### src/rtl/fdivsqrt_cycle_ctrl.sv
// Cycle-count and sequencing controller for the radix-2^LOGR fdivsqrt datapath.
// Derives the iteration count from format/op, then runs an IDLE/BUSY/DONE FSM.
module fdivsqrt_cycle_ctrl #(
  parameter int unsigned LOGR        = 2,
  parameter int unsigned DIVCOPIES   = 2,
  parameter int unsigned NF_H        = 10,
  parameter int unsigned NF_S        = 23,
  parameter int unsigned NF_D        = 52,
  parameter int unsigned NF_Q        = 112,
  parameter int unsigned FMTBITS     = 2,
  parameter int unsigned DIVBLEN     = 8,
  parameter int unsigned DURLEN      = 6,
  parameter int unsigned IDIV_ON_FPU = 1
) (
  input  logic               clk,
  input  logic               reset_n,
  input  logic               start_e,
  input  logic [FMTBITS-1:0] fmt_e,
  input  logic               sqrt_e,
  input  logic               int_div_e,
  input  logic [DIVBLEN-1:0] int_result_bits_e,
  input  logic               special_case_e,
  input  logic               stall_m,
  input  logic               flush_e,
  output logic               busy,
  output logic               step,
  output logic               first_step,
  output logic               done,
  output logic [DURLEN-1:0]  cycles_e,
  output logic [DURLEN-1:0]  cycles_left
);

  localparam int unsigned RK = LOGR * DIVCOPIES;

  typedef enum logic [1:0] {StIdle, StBusy, StDone} state_e;

  state_e             state_q, state_d;
  logic [DURLEN-1:0]  cycles_left_q, cycles_left_d;
  logic               first_q, first_d;
  logic [DIVBLEN-1:0] nf;
  logic [DIVBLEN-1:0] bits;
  logic [DIVBLEN-1:0] quot;

  // Result-bit count and cycle count for the op currently presented at E.
  always_comb begin
    nf = DIVBLEN'(NF_S);
    case (fmt_e[1:0])
      2'b00:   nf = DIVBLEN'(NF_S);
      2'b01:   nf = DIVBLEN'(NF_D);
      2'b10:   nf = DIVBLEN'(NF_H);
      default: nf = DIVBLEN'(NF_Q);
    endcase

    if ((IDIV_ON_FPU != 0) && int_div_e) begin
      bits = int_result_bits_e;
    end else if (sqrt_e) begin
      bits = nf + DIVBLEN'(2);
    end else begin
      bits = nf + DIVBLEN'(2 + LOGR);
    end

    quot     = (bits - DIVBLEN'(1)) / DIVBLEN'(RK);
    cycles_e = (bits == '0) ? DURLEN'(1) : DURLEN'(quot + DIVBLEN'(1));
  end

  always_comb begin
    state_d       = state_q;
    cycles_left_d = cycles_left_q;
    first_d       = 1'b0;

    unique case (state_q)
      StIdle: begin
        if (start_e) begin
          if (special_case_e) begin
            state_d = StDone;
          end else begin
            state_d       = StBusy;
            cycles_left_d = cycles_e;
            first_d       = 1'b1;
          end
        end
      end
      StBusy: begin
        cycles_left_d = cycles_left_q - DURLEN'(1);
        // <= 1 also guards against a wrapped count if cycles_e ever truncates to 0
        if (cycles_left_q <= DURLEN'(1)) begin
          state_d       = StDone;
          cycles_left_d = '0;
        end
      end
      StDone: begin
        if (!stall_m) begin
          state_d = StIdle;
        end
      end
      default: state_d = StIdle;
    endcase

    if (flush_e) begin
      state_d       = StIdle;
      cycles_left_d = '0;
      first_d       = 1'b0;
    end
  end

  always_ff @(posedge clk) begin
    if (!reset_n) begin
      state_q       <= StIdle;
      cycles_left_q <= '0;
      first_q       <= 1'b0;
    end else begin
      state_q       <= state_d;
      cycles_left_q <= cycles_left_d;
      first_q       <= first_d;
    end
  end

  assign busy        = (state_q != StIdle);
  assign step        = (state_q == StBusy);
  assign first_step  = first_q;
  assign done        = (state_q == StDone);
  assign cycles_left = cycles_left_q;

endmodule

### config.mk
export PLATFORM = sky130hd
export DESIGN_NAME = fdivsqrt_cycle_ctrl
export DESIGN_NICKNAME = d
export VERILOG_FILES = /design/src/rtl/fdivsqrt_cycle_ctrl.sv
export SDC_FILE = /design/constraint.sdc
export NUM_CORES = 1
export LEC_CHECK = 0
export ABC_CLOCK_PERIOD_IN_PS = 5900
export BUFFER_PORTS_ARGS = -buffer_cell sky130_fd_sc_hd__buf_2
export CAP_MARGIN = 20
export CORE_ASPECT_RATIO = 1.75
export CORE_MARGIN = 2
export CORE_UTILIZATION = 40
export CTS_CLUSTER_SIZE = 28
export DETAILED_ROUTE_END_ITERATION = 6
export PLACE_DENSITY = 0.63
export SKIP_LAST_GASP = 1
export SYNTH_ARGS = -nofsm -noshare
export SYNTH_HDL_FRONTEND = slang
export SYNTH_SLANG_ARGS = --single-unit
### constraint.sdc
create_clock -name clk -period 5.9 [get_ports clk]
set_clock_uncertainty 0.2 [all_clocks]
set_input_delay 0.885 -clock clk [delete_from_list [all_inputs] [get_ports clk]]
set_output_delay 0.885 -clock clk [all_outputs]
set_load 0.02 [all_outputs]
**Word level (Yosys, flattened, before mapping)**

Cells that the tools add are included.

- Output and inout bits: 16
- Flip-flop bits (word level): 9
- Word-level logic and storage cells: 43

- Bitwise gates (word level): 3
- Magnitude comparators: 1
- Reductions and logical operators: 9
- Mux-type cells: 14
- Add/sub/neg operators: 5
- Equal/unequal tests: 8

Operator list:

| kind | count |
|---|---|
| 6-bit 2-to-1 mux | 4 |
| 7-bit one-hot mux with 3 select lines | 1 |
| 8-bit 2-to-1 mux | 2 |
| 6-bit one-hot mux with 2 select lines | 1 |
| 8-bit by 2-bit adder with 8-bit output (second input constant) | 1 |
| 8-bit by 3-bit adder with 8-bit output (second input constant) | 1 |
| 8-bit logical NOT | 1 |
| 2-bit 2-to-1 mux | 4 |
| 8-bit by 1-bit subtractor with 8-bit output (second input constant) | 1 |
| 6-bit by 1-bit adder with 6-bit output (second input constant) | 1 |
| 6-bit by 1-bit less-or-equal comparator with 1-bit output (second input constant) | 1 |
| 2-bit inequality test (second input constant) | 3 |
| 2-bit one-hot mux with 3 select lines | 1 |
| 3-bit AND reduction | 2 |
| 6-bit by 1-bit subtractor with 6-bit output (second input constant) | 1 |
| 2-bit by 1-bit equality test with 1-bit output (second input constant) | 2 |
| 2-bit equality test (second input constant) | 2 |
| 2-bit logical NOT | 2 |
| 2-bit nonzero test | 2 |
| 4-bit OR reduction | 1 |
| 1-bit inverter | 3 |
| 2-bit by 1-bit inequality test with 1-bit output (second input constant) | 1 |
| 2-bit OR reduction | 1 |
| 1-bit 2-to-1 mux | 1 |

**Depth between registers and ports, before layout**

Gate-level depths: netlist of run 1.

- Depth in word-level cells: 11
- Gate-level depth with buffers: 11

**Least setup slack after synthesis of run 1**

OpenSTA, ideal clock, no wires.

- Kind: input port to output port
- From: input fmt_e[0]
- To: output cycles_e[4]
- Buffers on the path: 0
- Data arrival time: 3.403 ns
- Path slack: 1.412 ns
- Stages: 9
- Cells stage by stage: inv_1 ha_1 or2_2 o21a_1 or3_1 xnor2_1 ha_1 or4_4 a31oi_1

- Cells in the longest elaborated chain, start to end: 8
- Elaborated cells between the ends (all ways): 12
- Those cells by class: 4 x add/sub; 2 x eq/ne; 4 x mux; 2 x reduce/logical

RTL lines:

| what | line | RTL |
|---|---|---|
| start, declared | 18 | `input logic [FMTBITS-1:0] fmt_e,` |
| 2-bit equality test (tied with other cells) | 47 | `case (fmt_e[1:0])` |
| 7-bit one-hot mux with 3 select lines (*) | 47 |  |
| 8-bit by 3-bit adder with 8-bit output or 8-bit by 2-bit adder with 8-bit output (tied branches) | 59, 57 |  |
| 8-bit 2-to-1 mux (*) | 56 | `end else if (sqrt_e) begin` |
| 8-bit 2-to-1 mux (*) | 54 | `if ((IDIV_ON_FPU != 0) && int_div_e) begin` |
| 8-bit by 1-bit subtractor with 8-bit output | 62 | `quot = (bits - DIVBLEN'(1)) / DIVBLEN'(RK);` |
| 6-bit by 1-bit adder with 6-bit output | 63 | `cycles_e = (bits == '0) ? DURLEN'(1) : DURLEN'(quot + DIVBLEN'(1));` |
| 6-bit 2-to-1 mux (*) | 63 |  |
| end, declared | 29 | `output logic [DURLEN-1:0] cycles_e,` |

Every way passes the cells marked *; elsewhere a longest branch is shown, timed or not.

**Worst setup path after layout of run 1**

Same ends and word-level chain as after synthesis.

==> run metrics, run 1 <==
# IOs=34; Worst-Margin Slew=892 ps; Lkg Pwr=0.611 nW; status=complete, no violations; first-pass GRT wire length=4.86 mm; final setup fails=0; Synth top cells by count=13 x nor2_1, 11 x inv_1, 11 x o21ai_0, 10 x a21oi_1; Post-CTS Resized=0; synthesized flop and latch total=9; Vias=1218; crit path launch type=input pin; setup_tns=0 ps; CP endpoint kind=output port; Clock transition at path regs=40 ps; initial antenna violation count=0; post-CTS setup buffers=0; Max Freq=206 MHz; Skew-Pair Late Insertion Delay=240 ps; Cell variety after synth=43; # hold bufs at CTS=0; share of layout cells above drive strength 1=25.0%; crit path time final=4850 ps; Final Hold Fails=0; largest net degree at the start of global routing=22; # port buffers=33; clock sink count=9; die width=44.5 um; fill cell count=282; CP Class=input pin to output port; maximum vdd drop=70.5 uV; Post-synth EDFFs=0; RSZ-0062 raised after global routing=false; Syn Area/Cell=7.41 sq um; area leader, netlist=dfxtp_1; per-cell routed wire length=13.4 um; register area share after synthesis=15.7%; Main synth FF type=dfxtp_1; ANT cells=0; die area=3330 sq um; CTS buffer count=3; drc violations=0; vias in the first global route=1152; Root Buffer Master=clkbuf_8; Via-to-Cell Ratio=5.67; initial DRC count=17; Tcrit/Tclk final=82.2%; Slew Viols, Final=0; Rel. slew slack=40.5%; CP Max Fanout=6; Arr. time, crit path=3770 ps; Post-DRT Antenna Nets=0; pwr dens=182 nW/um^2; deepest clock path buffer count=2; Core Util, Final=50.3%; Syn Nets=182; drt pass-1 iters=4; CP required=4820 ps; DP Wirelength=2.41 mm; top-area cell type share of the netlist area=15.7%; Synth Warn #=0; Area Overhead vs Synth=19.2%; num rows=25; Core Footprint=2720 sq um; gp weighted congestion=0.809; H-tree depth=1; Hold Path Class=flop to flop; Syn Inst Count=155; dpl cells=211; Global Route Usage Sum=19.5%; grt ovf=0; Cell Area, Synth=1150 sq um; Initial Utilization=42.2%; max-cap violation count=0; most frequent cell after synthesis=nor2_1; synth top area cells=dfxtp_1 16%, ha_1 9.8%, xnor2_1 5.3%; fin cells=215; CTS tree=yes; NumNets Final=216; Routed WL=2.88 mm; Die H=74.9 um; asr flop ratio synth=0%
[cell families after synthesis]
| group | synth area share [%] |
|---|---|
| buffers and inverters | 5.66 |
| AOI/OAI and AO/OA | 30.8 |
| muxes | 0.871 |
| and+or+nand+nor | 31.8 |
| adders and majority gates | 9.80 |
| DFF | 15.7 |
| xor gates and xnor gates | 5.34 |
[cell usage in the layout (no fill, tap or decap), types with 2 or more instances in the layout]
cell type / n
buf_2: 33
nor2_1: 13
inv_1: 11
o21ai_0: 11
a21oi_1: 10
ha_1: 9
dfxtp_1: 9
nand2b_1: 8
xnor2_1: 7
nor2b_1: 7
nand2_1: 7
nor3_1: 6
or3_1: 5
a31oi_1: 5
nor3b_1: 4
and2_1: 3
or2_2: 3
o21a_1: 3
clkbuf_8: 3
o311ai_0: 2
a211oi_1: 2
a21o_1: 2
or4_4: 2
o221a_2: 2
o22ai_1: 2
nand3_1: 2
[state kept, by name, indices dropped and copies added (netlist names)]
register,count
state_q,2
cycles_left,6
first_step,1
[report_power, final]
| part | switching, mW | internal, mW | total, mW |
|---|---|---|---|
| logic | 0.0639 | 0.0452 | 0.109 |
| registers | 0.00315 | 0.0636 | 0.0668 |
| clock network | 0.0260 | 0.0472 | 0.0732 |
[layer usage]
layer	share of wire [%]	track usage (%)	vias up
met5	0	0	-
met4	2.4	10.4	0
met3	3.2	1.92	7
met2	58	39.9	26
met1	36	17.3	551
li1	-	-	634
[final cells by class]
class,instances,area [sq um],area share (%)
clock buffers,4,45.0,3.29
inverters,11,41.3,3.02
multi-input cells,131,903,66.0
flip-flops and latches,9,180,13.2
well taps,27,33.8,2.47
repair buffers,33,165,12.1
[through the flow]
stage	instance area (sq um)	power, mW	hold WS, ps	setup slack (ps)
after floorplan	1150	0.148	351	1410
after global placement	1320	0.176	337	1110
after detailed placement	1320	0.177	342	1050
after CTS	1370	0.251	348	1040
after global routing	1370	0.270	363	858
final	1370	0.249	347	1050
[critical path, stage by stage]
cell,delay (ps)
buf_2,120
inv_1,80
ha_1,270
or2_2,360
o21a_1,260
or3_1,330
xnor2_1,130
ha_1,290
or4_4,570
o22ai_1,240
a31oi_1,60
buf_2,170
[final timing paths]
kind | startpoint | endpoint | slack (ps) | cells after the start
worst min register to register | cycles_left[3] | cycles_left[3] | 350 | 2
worst max register to register | cycles_left[2] | cycles_left[4] | 3600 | 6
worst max-delay path | fmt_e[0] | cycles_e[4] | 1050 | 12
worst min-delay path | cycles_left[3] | cycles_left[3] | 350 | 2
Power figures use the tool's default switching activity.
==> inputs of run 2 (changes only) <==
- ABC_CLOCK_PERIOD_IN_PS: 5900 -> 3990
- PLACE_DENSITY: 0.63 -> 0.66
- clock period: 5.9 -> 3.99 ns (I/O delays scaled with it)
==> run 2 against run 1 <==
Net effect:
- via count rose by 11%
- critical path type unchanged
- setup slack got worse by 930 ps
- first-iteration DRC count fell by 35%
- hold slack improved by 41 ps
- sequential power rose by 49%
- utilization rose by 6.5 points
- final area rose by 13%
- register-to-register slack got worse by 1900 ps
- flip-flop and latch count did not move
==> run metrics, run 2 (synthesis gave the netlist of run 1 again) <==
die area=3330 sq um (unchanged); Worst-Margin Slew=931 ps (+38.6 ps); final setup fails=0 (unchanged); Max Freq=258 MHz; CP Class=input pin to output port; worst reg2reg path startpoint=cycles_left[2]; Area Overhead vs Synth=34.6%; worst setup margin=117 ps (-931 ps); num rows=25 (unchanged); Final Hold Fails=0 (unchanged); Worst R2R End=cycles_left[4]; Initial Utilization=42.2% (unchanged); cell family with most CP delay=simple AND/OR/NAND/NOR gates; Skew-Pair Late Insertion Delay=240 ps (about the same); Hold Path Class=flop to flop; NumNets Final=231 (+6.9%); die width=44.5 um (unchanged); combinational share of power=47.8% (+4.0 points); fin cells=230 (+7.0%); Global Route Usage Sum=20.8% (+1.3 points); Sw Pwr=0.149 mW (+60%); CTS buffer count=3 (unchanged); CTS tree=yes; Arr. time, crit path=3070 ps (-700 ps); drc violations=0 (unchanged); initial DRC count=11 (-6); Clock transition at path regs=50 ps (about the same); RSZ-0062 raised after global routing=false; end of the worst hold path=cycles_left[3]; # IOs=34 (unchanged); Worst R2R Setup Slack=1710 ps (-1890 ps); clock sink count=9 (unchanged); Seq pwr share=24.8% (-2.0 points); most common cell after layout, fill and taps aside=buf_2; H-tree depth=1 (unchanged); crit path launch type=input pin; deepest clock path buffer count=2 (unchanged); Worst Reg-to-Reg Cells=6 (unchanged); Core Footprint=2720 sq um (unchanged); ANT cells=0 (unchanged); Worst path slowest cell=or4_4; dpl cells=225 (+6.6%); CP cell instances=buf_2 -> buf_4 -> ha_1 -> nor2_2 -> o311a_4 -> buf_4 -> or4_4 -> or4_4 -> o22ai_4 -> a31oi_1 -> buf_4; most used cell, CP=buf_4; # port buffers=33 (unchanged); max FFs per register=6 (unchanged); Placement Setup Slack=-6.51 ps (-1060 ps); share of layout cells above drive strength 1=36.0% (+11 points); Tcrit/Tclk final=97.1%; CP Max Fanout=4 (-2); Routed WL=3.21 mm (+11%); most frequent cells in the layout=32 x buf_2, 16 x buf_4, 13 x nor2_1; Die H=74.9 um (unchanged); Lkg Pwr=0.691 nW (+13%); Post-DRT Antenna Nets=0 (unchanged); Clock Power Share=27.4% (-2.0 points); largest net degree at the start of global routing=21 (-4.5%); Root Buffer Master=clkbuf_8; status=complete, no violations; vias in the first global route=1363 (+18%); maximum vdd drop=88.0 uV (+25%); initial antenna violation count=0 (unchanged); Int Pwr=0.250 mW (+60%); hold path start=cycles_left[3]; first-pass GRT wire length=5.30 mm (+9.1%); setup_tns=0 ps (unchanged); hold depth=2 (unchanged); CP bufs+invs=4 (+1); Hold Worst Slack=388 ps (+41.3 ps); pwr dens=258 nW/um^2 (+42%); Slew Viols, Final=0 (unchanged); Switching Share=37.3% (-0.045 points); Rel. slew slack=37.9% (-2.6 points); Max stage delay on crit path=580 ps (about the same); Vias=1351 (+11%); per-cell routed wire length=13.9 um (+4.0%); CP endpoint kind=output port; gp weighted congestion=0.883 (+9.1%); drt pass-1 iters=4 (unchanged); max-cap violation count=0 (unchanged); DP Wirelength=2.70 mm (+12%); grt ovf=0 (unchanged); crit path time final=3870 ps; Via-to-Cell Ratio=5.87 (+3.7%); CP required=3190 ps (-1630 ps)
## run 2: worst max path at each step
stage	end	depth (start not counted)	slack [ps]	startpoint
floorplan	cycles_e[4]	9	70	fmt_e[0]
CTS	cycles_e[4]	12	20	fmt_e[0]
global placement	cycles_e[4]	12	60	fmt_e[0]
finish	cycles_e[4]	11	120	fmt_e[0]
detailed placement	cycles_e[4]	12	-7	fmt_e[0]
global route	cycles_e[4]	11	2	fmt_e[1]
## run 2: layer usage
layer	GRT usage, %	share of wire, %	up-vias
li1	-	-	669
met1	16.8	34	639
met2	44.3	60	36
met3	0.719	3.5	7
met4	13.5	2.3	0
met5	0	0	-
## run 2: what timing repair did
| action | in CTS | in global routing |
|---|---|---|
| buffers inserted | 0 | 1 |
| hold buffers | 0 | 0 |
| hold endpoints to repair | 0 | 0 |
| pin swaps | 0 | 4 |
| resized for setup | 1 | 14 |
| setup endpoints to repair | 1 | 1 |
## run 2: power groups by stage
| stage | registers (mW) | clock network (mW) | logic (mW) |
|---|---|---|---|
| 6_report | 0.0992 | 0.109 | 0.191 |
| 5_1_grt | 0.0994 | 0.111 | 0.210 |
| 4_1_cts | 0.0990 | 0.109 | 0.181 |
| 3_5_place_dp | 0.101 | 0 | 0.180 |
| 3_3_place_gp | 0.100 | 0 | 0.174 |
| 2_1_floorplan | 0.103 | 0 | 0.115 |
## run 2: tightest hold or removal path, delay by kind of cell, from the launching register on
| kind | cells | cell delay [ps] |
|---|---|---|
| flip-flops | 1 | 350 |
| AND/OR/NAND/NOR | 1 | 130 |
| AO/OA/AOI/OAI | 1 | 50 |
## run 2: cell type report
| cell class | instances | area (sq um) |
|---|---|---|
| clock buffer | 4 | 45.0 |
| fill | 256 | 1170 |
| inverter | 11 | 41.3 |
| multi-input combinational | 131 | 966 |
| sequential | 9 | 180 |
| tap | 27 | 33.8 |
| timing repair buffer | 48 | 280 |
## run 2: metrics by stage
step | power, mW | utilization [%] | cell area (sq um)
after detailed placement | 0.280 | 52.5 | 1430
after global routing | 0.421 | 56.8 | 1550
after global placement | 0.274 | 52.5 | 1430
after CTS | 0.389 | 54.4 | 1480
final | 0.399 | 56.8 | 1550
after floorplan | 0.218 | - | 1150
==> inputs of run 3 (changes only) <==
- CELL_PAD_IN_SITES_DETAIL_PLACEMENT: not set -> 0
- CELL_PAD_IN_SITES_GLOBAL_PLACEMENT: not set -> 1
- CORE_UTILIZATION: 40 -> 33
- PLACE_DENSITY: 0.66 -> 0.75
==> run 3 against run 2 <==
Net effect:
- sequential power about the same
- final cell count increased by 8.3%
- critical path type unchanged
- utilization fell by 8.9 points
- via count shrank 0.44%
- highest routed layer unchanged
- wire length rose by 4.1%
==> run metrics, run 3 (synthesis gave the netlist of run 1 again) <==
status=complete, no violations; most common cell after layout, fill and taps aside=buf_2; # port buffers=33 (unchanged); CTS tree=yes; first-pass GRT wire length=5.17 mm (-2.5%); CP bufs+invs=4 (unchanged); initial antenna violation count=0 (unchanged); drc violations=0 (unchanged); grt ovf=0 (unchanged); Lkg Pwr=0.707 nW (+2.4%); most frequent cells in the layout=32 x buf_2, 16 x buf_4, 13 x nor2_1; Initial Utilization=34.2% (-8.1 points); pwr dens=252 nW/um^2 (-2.6%); num rows=28 (+12%); Hold Path Class=flop to flop; drt pass-1 iters=4 (unchanged); Tcrit/Tclk final=97.9% (+0.78 points); Root Buffer Master=clkbuf_8; per-cell routed wire length=13.4 um (-3.8%); Global Route Usage Sum=16.6% (-4.2 points); H-tree depth=1 (unchanged); crit path launch type=input pin; Skew-Pair Late Insertion Delay=240 ps (about the same); Core Footprint=3360 sq um (+24%); Final Total Pwr=0.405 mW (+1.4%); Vias=1345 (-0.44%); Area Overhead vs Synth=40.2%; Routed WL=3.34 mm (+4.1%); CP endpoint kind=output port; # IOs=34 (unchanged); hold path start=cycles_left[3]; fill cell count=377 (+47%); most used cell, CP=buf_4; share of layout cells above drive strength 1=37.7% (+1.8 points); vias in the first global route=1237 (-9.2%); initial DRC count=22 (+11); CP Launch Point=fmt_e[0]; cell family with most CP delay=simple AND/OR/NAND/NOR gates; Arr. time, crit path=3110 ps (+40 ps); Via-to-Cell Ratio=5.40 (-8.0%); clock sink count=9 (unchanged); Max Freq=256 MHz (-0.80%); Core Util, Final=47.9% (-8.9 points); worst setup margin=85.6 ps (-31.3 ps); final setup fails=0 (unchanged); deepest clock path buffer count=2 (unchanged); CP cell instances=buf_2 -> buf_4 -> ha_2 -> nor2_2 -> o311a_4 -> buf_4 -> or4_4 -> or4_4 -> o22ai_4 -> a31oi_1 -> buf_4; ANT cells=0 (unchanged); Max stage delay on crit path=590 ps (about the same); # hold bufs at CTS=0 (unchanged); Placement Setup Slack=-4.78 ps (+1.73 ps); Worst-Margin Slew=495 ps (-436 ps); CP Max Fanout=4 (unchanged); NumNets Final=232 (+0.43%); CP Class=input pin to output port; largest net degree at the start of global routing=15 (-29%); DP Wirelength=2.70 mm (about the same); Worst path slowest cell=or4_4; Slew Viols, Final=0 (unchanged); gp weighted congestion=0.876 (-0.88%); Final Hold Fails=0 (unchanged); crit path time final=3900 ps (+31.3 ps); Die H=82.0 um (+9.6%); Clock transition at path regs=40 ps (about the same); die area=3990 sq um (+20%); die width=48.6 um (+9.2%); maximum vdd drop=112 uV (+27%); CTS buffer count=3 (unchanged); max FFs per register=6 (unchanged); Post-DRT Antenna Nets=0 (unchanged); CP required=3190 ps (about the same); worst reg2reg path startpoint=cycles_left[2]; Rel. slew slack=66.6% (+29 points); max-cap violation count=0 (unchanged); post-CTS setup buffers=0 (unchanged)
## run 3: through the flow
stage	hold WS, ps	TNS, ps	cell area, sq um	std cells
after CTS	359	0	1520	249
after detailed placement	353	-4.78	1470	245
after global placement	335	0	1470	245
after global routing	390	-3.97	1610	249
after floorplan	351	0	1150	155
final	385	0	1610	249
## run 3: path summary, 6_finish.rpt
check              endpoint  slack, ps  cells after the start
max             cycles_e[4]         90                     11
min          cycles_left[3]        380                      2
min reg2reg  cycles_left[3]        380                      2
max reg2reg  cycles_left[4]       1730                      6
## run 3: layer usage
metal / GRT usage [%] / up-vias / wire, um / part of all wire, %
met5: 0 / - / 0 / 0
met4: 8.57 / 0 / 81 / 2.4
met1: 13.9 / 632 / 1140 / 34
li1: - / 670 / - / -
met2: 36.5 / 36 / 1990 / 60
met3: 2.36 / 7 / 122 / 3.7
## run 3: timing repair
item	CTS	global route
endpoints found under the setup margin	1	1
pin swaps	0	5
gates resized for setup	1	19
## run 3: tightest hold or removal path, stage by stage (launching register included)
cell,delay (ps)
dfxtp_1,340
nor2_1,130
a211oi_1,60
## run 3: cell type report
class,count,area (sq um),area share (%)
clock buffer,4,45.0,2.80
inverter,11,43.8,2.72
multi-input combinational,131,993,61.7
sequential,9,180,11.2
tap,45,56.3,3.50
timing repair buffer,49,292,18.1
## run 3: power by group
group	internal, mW	switching (mW)	total, mW	leakage [nW]
logic	0.0901	0.106	0.196	0.611
registers	0.0940	0.00486	0.0989	0.0732
clock network	0.0700	0.0402	0.110	0.0228
total	0.254	0.151	0.405	0.707
